$ cat src/rtl/fft_frame_tx.sv
// Collects FRAME_LEN complex samples into a single buffer, then replays them as one
// gap-free FFT input frame (sop on beat 0, frame direction on inv_out).
module fft_frame_tx #(
    parameter int FRAME_LEN = 64,
    parameter int IDLE_GAP  = 0
) (
    input  logic        clk,
    input  logic        rst_n,
    input  logic        inv,
    input  logic        abort,
    input  logic        s_valid,
    output logic        s_ready,
    input  logic [15:0] s_re,
    input  logic [15:0] s_im,
    output logic        valid_out,
    output logic        sop_out,
    output logic        inv_out,
    output logic [15:0] y_re,
    output logic [15:0] y_im,
    output logic [15:0] frame_cnt,
    output logic        busy,
    output logic [1:0]  state_dbg
);

    // Upstream handshake: a sample transfers on a rising edge where s_valid && s_ready.
    // s_ready is high only in FILL and drops combinationally while abort is high.
    // Downstream has no ready: a beat is consumed on every cycle valid_out is high.

    localparam int AW = $clog2(FRAME_LEN);
    localparam logic [AW-1:0] LAST     = AW'(FRAME_LEN - 1);
    localparam logic [7:0]    GAP_LAST = 8'((IDLE_GAP > 0) ? IDLE_GAP - 1 : 0);

    typedef enum logic [1:0] {
        FILL = 2'd0,
        SEND = 2'd1,
        GAP  = 2'd2
    } state_t;

    state_t        state, state_nxt;
    logic [AW-1:0] wr_cnt, wr_cnt_nxt;
    logic [AW-1:0] rd_cnt, rd_cnt_nxt;
    logic [7:0]    gap_cnt, gap_cnt_nxt;
    logic          frame_inv, frame_inv_nxt;
    logic [15:0]   frame_cnt_nxt;
    logic          accept;
    logic          load_beat;
    logic          beat_sop;
    logic [AW-1:0] beat_addr;
    logic [31:0]   mem [FRAME_LEN];

    always_comb begin
        state_nxt     = state;
        wr_cnt_nxt    = wr_cnt;
        rd_cnt_nxt    = rd_cnt;
        gap_cnt_nxt   = gap_cnt;
        frame_inv_nxt = frame_inv;
        frame_cnt_nxt = frame_cnt;
        s_ready       = 1'b0;
        accept        = 1'b0;
        load_beat     = 1'b0;
        beat_sop      = 1'b0;
        beat_addr     = '0;
        if (abort) begin
            state_nxt   = FILL;
            wr_cnt_nxt  = '0;
            rd_cnt_nxt  = '0;
            gap_cnt_nxt = '0;
        end else begin
            case (state)
                FILL: begin
                    s_ready = 1'b1;
                    if (s_valid) begin
                        accept     = 1'b1;
                        wr_cnt_nxt = wr_cnt + AW'(1);
                        if (wr_cnt == '0) frame_inv_nxt = inv;
                        // Beat 0 is launched on the same edge that stores the last sample.
                        if (wr_cnt == LAST) begin
                            state_nxt  = SEND;
                            rd_cnt_nxt = '0;
                            load_beat  = 1'b1;
                            beat_sop   = 1'b1;
                        end
                    end
                end
                SEND: begin
                    if (rd_cnt == LAST) begin
                        frame_cnt_nxt = frame_cnt + 16'd1;
                        rd_cnt_nxt    = '0;
                        gap_cnt_nxt   = '0;
                        state_nxt     = (IDLE_GAP > 0) ? GAP : FILL;
                    end else begin
                        rd_cnt_nxt = rd_cnt + AW'(1);
                        load_beat  = 1'b1;
                        beat_addr  = rd_cnt + AW'(1);
                    end
                end
                GAP: begin
                    if (gap_cnt == GAP_LAST) begin
                        state_nxt   = FILL;
                        gap_cnt_nxt = '0;
                    end else begin
                        gap_cnt_nxt = gap_cnt + 8'd1;
                    end
                end
                default: state_nxt = FILL;
            endcase
        end
    end

    always_ff @(posedge clk or negedge rst_n) begin
        if (!rst_n) begin
            state     <= FILL;
            wr_cnt    <= '0;
            rd_cnt    <= '0;
            gap_cnt   <= '0;
            frame_inv <= 1'b0;
            frame_cnt <= '0;
        end else begin
            state     <= state_nxt;
            wr_cnt    <= wr_cnt_nxt;
            rd_cnt    <= rd_cnt_nxt;
            gap_cnt   <= gap_cnt_nxt;
            frame_inv <= frame_inv_nxt;
            frame_cnt <= frame_cnt_nxt;
        end
    end

    always_ff @(posedge clk) begin
        if (accept) mem[wr_cnt] <= {s_re, s_im};
    end

    // Output stage is zero on every cycle that does not carry a beat.
    always_ff @(posedge clk or negedge rst_n) begin
        if (!rst_n) begin
            valid_out <= 1'b0;
            sop_out   <= 1'b0;
            inv_out   <= 1'b0;
            y_re      <= '0;
            y_im      <= '0;
        end else if (load_beat) begin
            valid_out <= 1'b1;
            sop_out   <= beat_sop;
            inv_out   <= frame_inv_nxt;
            y_re      <= mem[beat_addr][31:16];
            y_im      <= mem[beat_addr][15:0];
        end else begin
            valid_out <= 1'b0;
            sop_out   <= 1'b0;
            inv_out   <= 1'b0;
            y_re      <= '0;
            y_im      <= '0;
        end
    end

    assign busy      = (state != FILL);
    assign state_dbg = state;

endmodule
$ cat config.mk
export PLATFORM = sky130hd
export DESIGN_NAME = fft_frame_tx
export DESIGN_NICKNAME = d
export VERILOG_FILES = /design/src/rtl/fft_frame_tx.sv
export SDC_FILE = /design/constraint.sdc
export NUM_CORES = 2
export LEC_CHECK = 0
export BUFFER_PORTS_ARGS = -buffer_cell sky130_fd_sc_hd__clkbuf_2
export CELL_PAD_IN_SITES_DETAIL_PLACEMENT = 1
export CELL_PAD_IN_SITES_GLOBAL_PLACEMENT = 1
export CORE_MARGIN = 2
export CORE_UTILIZATION = 54
export CTS_CLUSTER_SIZE = 10
export DETAILED_ROUTE_END_ITERATION = 6
export PLACE_DENSITY_LB_ADDON = 0.1
export SLEW_MARGIN = 25
export SYNTH_ARGS = -nofsm -noshare
export SYNTH_HDL_FRONTEND = slang
export SYNTH_SLANG_ARGS = --single-unit
$ cat constraint.sdc
create_clock -name clk -period 3.9 [get_ports clk]
set_input_delay 0.195 -clock clk [delete_from_list [all_inputs] [get_ports clk]]
set_output_delay 0.195 -clock clk [all_outputs]
set_load 0.03 [all_outputs]
Yosys cells after proc, flatten, opt, wreduce, memory -nomap -nowiden

Memories as Yosys holds them, arrays and structs flattened.
Cells that the tools add are included.

Register bits: 74
RAM bits: 2048
Memories kept: 1

Memory list:

| name | depth | width | read ports | clocked after Yosys merged registers in | wr ports | RTL line | text |
|---|---|---|---|---|---|---|---|
| mem  | 64    | 32    | 1          | 0                                       | 1        | 49       | `logic [31:0] mem [FRAME_LEN];` |

Add/sub/neg operators: 4
Equal/unequal tests: 8
Muxes and demuxes: 43
Bitwise operators: 1
Reductions and logical operators: 13

Operators by type and width:

| kind                    | count |
|---|---|
| $mux W6                 | 9 |
| $mux W16                | 2 |
| $mux W8                 | 3 |
| $mux W1                 | 20 |
| $add A16 B1 Y16 const B | 1 |
| $pmux W8 S2             | 1 |
| $add A6 B1 Y6 const B   | 2 |
| $eq A6 B6 Y1 const B    | 2 |
| $ne A3 B3 Y1 const B    | 4 |
| $pmux W6 S2             | 1 |
| $mux W2                 | 5 |
| $add A8 B1 Y8 const B   | 1 |
| $logic_not A8 Y1        | 1 |
| $logic_not A6 Y1        | 1 |
| $pmux W2 S3             | 1 |
| $reduce_and A3 Y1       | 2 |
| $reduce_bool A2 Y1      | 3 |
| $reduce_bool A3 Y1      | 2 |
| $reduce_and A2 Y1       | 2 |
| $reduce_and A4 Y1       | 1 |
| $eq A2 B1 Y1 const B    | 1 |
| $eq A2 B2 Y1 const B    | 1 |
| $logic_not A2 Y1        | 1 |
| $pmux W1 S2             | 1 |
| $not A1 Y1              | 1 |

Logic depth before layout (Yosys ltp)

Depth after elaboration: 6
Depth in mapped cells: 12
Depth with buffers taken out: 8

Worst setup path after synthesis

No wires, ideal clock.

Path kind: reg2reg
Start point: reg state[0], in the netlist state_dbg[0]
End point: mem mem[30][0], enable pin
Arrival time: 3.305 ns
Data required time: 3.479 ns
Path slack: 0.174 ns
Cell stages (with the launch flop): 6
Buffers on the path: 1
Clock period less this slack: 3.726 ns
Path through: dfrtp_1 > nor2_1 > and2_1 > clkbuf_1 > nand4b_1 > nor2_1

Word-level cells in the longest chain between the ends: 5

Ends and longest elaborated chain:

| element                       | RTL line | text |
|---|---|---|
| start, declared               | 39       | `state_t state, state_nxt;` |
| start signal, assigned        | 119      | `state <= state_nxt;` |
| $logic_not A2 Y1              | 69       | `case (state)` |
| $mux W1                       | 69       |  |
| $mux W1                       | 63       | `if (abort) begin` |
| $mux W1                       | 129      | `if (accept) mem[wr_cnt] <= {s_re, s_im};` |
| $mux W1 (implied by the code) | 129      |  |
| end, declared                 | 49       |  |

No other way between the ends.

Worst setup path after layout

Start point: reg rd_cnt[0]
End point: reg y_im[14]

Word-level cells in the longest chain between the ends: 6
Elaborated cells between the ends (all ways): 10
Classes of those cells: 1 x add/sub; 1 x eq/ne; 7 x mux; 1 x memory

Ends and longest elaborated chain:

| element                                       | RTL line | text |
|---|---|---|
| start, declared                               | 41       | `logic [AW-1:0] rd_cnt, rd_cnt_nxt;` |
| start signal, assigned                        | 121      | `rd_cnt <= rd_cnt_nxt;` |
| $add A6 B1 Y6 or $eq A6 B6 Y1 (tied branches) | 94, 86   |  |
| $mux W6                                       | 86       | `if (rd_cnt == LAST) begin` |
| $mux W6                                       | 69       |  |
| $mux W6                                       | 63       |  |
| $mem_v2 Z64 W32                               | --       |  |
| $mux W16 (*)                                  | 140      | `end else if (load_beat) begin` |
| end signal, assigned                          | 145      | `y_im <= mem[beat_addr][15:0];` |
| end, declared                                 | 19       | `output logic [15:0] y_im,` |

Every way passes the cells marked *; elsewhere a longest branch is shown, timed or not.
A chain may end at the register's enable or synchronous reset.

==> impl_metrics.ini <==
[power]
p_leak_uw = 0.03008
switching_share = 0.2038
pwr-share-clk = 0.434
powerDensity_mw_per_mm2 = 482.0
ir_drop_uv = 406.9
p_sw_uw = 9239
p_int_uw = 36090
pwr-share-seq = 0.551
pwr-share-comb = 0.015

[layout]
drive_above_1_share = 0.1418
fin_area_mm2 = 0.09405
fill_cells = 13503
final_common_cell = edfxtp_1
regArea_mm2 = 0.06313
final_cell_mix = 2048 x edfxtp_1, 750 x nand2_1, 259 x mux2i_1
multi_input_area_mm2 = 0.01815
layout-area-overhead-vs-synth_pct = 14.16
nNetsFinal = 5521

[worst_setup_path]
path_class = reg2reg
cp_max_fo = 99
crit_path_end_kind = flip-flop
cp-start-kind = flip-flop
r2r_cells = 9
arrival_ns = 4.61
worstPathRequired_ns = 4.60

[synthesis]
synth_compound_gate_area_share = 0.09244
yosysWarnings = 0
ys_types = 74
synth_edf_count = 2048
synth_area_leaders = edfxtp_1 75%, nand2_1 3.4%, mux2i_1 3.1%
synth_top_family_by_area = compound AO/OA/AOI/OAI gates
synth_xor_area_frac = 0.002445
ys_seq_elements = 2113
async_flop_share = 0.03076
syn_area_per_cell_um2 = 15.75
synth_top_area_frac = 0.7465
netlist_instances = 5232
synth_adder_area_share = 0.0006075
synthMuxAreaShare = 0.04477
synth_seq_area_share = 0.7662
ys.flop_type = edfxtp_1
yosysTopAreaCell = edfxtp_1
synth_area_mm2 = 0.08239
synth_fp_nets = 5273
yosys.area_share.simple = 0.07221

[placement]
portBuffers = 90
place_ws_ns = -0.04709
dpl.hpwl_mm = 157.9
globalplace.congestion = 0.8599
place_area_mm2 = 0.08733

[timing]
setup_viol = 1
report.final.slew_viol_count = 0
fmax_mhz = 256.2
tightest_slew_ns = 1.099
rsz0062_at_grt = no
fin_worst_skew_ns = 0.03208
fin_ws_ns = -0.003132
setup_tns_ns = -0.003132
slew_headroom = 0.2677
min_period_ns = 3.903
whs_ns = 0.02097
period_share = 1.001
hold_viol = 0

[global_route]
grt_pass1_wl_mm = 392.5
grt_pass1_vias = 54438
grt-ovfl-total = 0
grt_max_degree = 114
track_usage = 0.3524
antenna_found_initial = 14

[floorplan]
die_y_um = 394.6
core_mm2 = 0.1517
rows = 143
die-area_mm2 = 0.1557
num_io_pins = 92
start_util = 0.5430
die_w_um = 394.6

[routing]
drt_pass1_iterations = 6
routed_wl_mm = 274.4
vias_per_cell = 6.800
vias = 52019
drcViolationCount = 2
drtAntennaViolNets = 0
drt_iter0_drc = 5720
wl_per_cell_um = 35.86

[clock_network]
cts_buffers = 231
h-tree-depth = 4
cts_tree = done
clk_latency_ns = 0.87
cts.sinks = 2113
clockBufferDepth = 3
clk_pin_slew_ns = 0.06
cts_setup_buffers = 0
ctsRootBufferMaster = clkbuf_16

[min_path]
hold_class = in2reg
min_delay_path_depth = 2

[run_status]
status = complete, but fails checks
failed_checks = design-rule violations, negative setup slack

[flow_run]
drv_cap = 0
flip-flops by register name (all words and copies together) (netlist names):
name,flops
frame_inv,1
sop_out,1
y_im,16
inv_out,1
rd_cnt,6
state_dbg,1
valid_out,1
y_re,16
mem,2048
frame_cnt,16
wr_cnt,6
cells by family after synthesis:
logic type | count (synthesis)
AO/OA/AOI/OAI | 1046
XOR/XNOR | 23
adder cells (fa/ha/maj) | 4
buffers and inverters | 397
flip-flops | 2113
multiplexers | 309
other | 1
AND/OR/NAND/NOR | 1339
cell type report:
class                   instances  share of cell area
flip-flops and latches       2113              0.6712
multi-input cells            2722              0.1930
clock buffers                 355             0.06763
repair buffers                408             0.03857
well taps                    2030             0.02701
clock inverters                12            0.002182
inverters                       4           0.0002395
diodes                          6           0.0001596
synthesized netlist by cell type (69+ instances only):
| cell | n |
|---|---|
| nand2_1 | 751 |
| mux2i_1 | 259 |
| nand3_1 | 178 |
| o221ai_1 | 95 |
| nor2_1 | 112 |
| a21oi_1 | 189 |
| clkbuf_1 | 249 |
| a211oi_1 | 141 |
| o21ai_0 | 101 |
| a31oi_1 | 100 |
| buf_2 | 73 |
| edfxtp_1 | 2048 |
| and3_1 | 145 |
| nor3_1 | 69 |
| a221oi_1 | 225 |
power groups by stage:
| stage | sequential [µW] | combinational, µW | clock, µW |
|---|---|---|---|
| floorplan | 25400 | 86.2 | 0 |
| global placement | 25400 | 627 | 0 |
| detailed placement | 25400 | 661 | 0 |
| CTS | 25000 | 673 | 19800 |
| global route | 25000 | 709 | 20700 |
| finish | 25000 | 681 | 19700 |
final timing paths:
check | slack [ns] | to | startpoint
min in group asynchronous | 0.43 | wr_cnt[2]$_DFFE_PN0P_ | rst_n
max in group asynchronous | 2.75 | frame_cnt[12]$_DFFE_PN0P_ | rst_n
hold reg to reg | 0.50 | frame_cnt[6]$_DFFE_PN0P_ | frame_cnt[6]$_DFFE_PN0P_
setup / recovery | -0.003 | y_im[14]$_DFF_PN0_ | rd_cnt[0]$_DFFE_PN0P_
setup reg to reg | -0.003 | y_im[14]$_DFF_PN0_ | rd_cnt[0]$_DFFE_PN0P_
hold / removal | 0.02 | mem[34][31]$_DFFE_PP_ | s_re[15]
stage by stage:
step	power, µW	cells	utilization
after detailed placement	26090	7267	0.5756
after floorplan	25510	5232	-
after global routing	46360	7644	0.6198
after CTS	45470	7642	0.6195
after global placement	26050	7267	0.5755
final	45330	7650	0.6199
layer usage:
metal	track usage	vias to the layer above	wire (µm)
met5	0	-	40
li1	-	21237	-
met1	0.4501	27192	100000
met4	0.1960	6	17130
met2	0.5724	2931	132700
met3	0.06552	653	24500
timing repair:
action                                  CTS  global route
hold buffers                              8             1
hold endpoints to repair                126            34
endpoints found under the setup margin    1             0
gates resized for setup                   1             0
worst max-delay path, stage by stage (launching register included):
cell,delay [ns]
dfrtp_4,0.49
ha_1,0.24
and2_1,0.30
a21oi_4,0.28
buf_12,0.39
buf_12,0.50
and3_1,0.26
a31oi_1,0.05
a211oi_1,0.84
o32ai_1,0.15
Note: power is estimated with default switching activity, not from simulation.
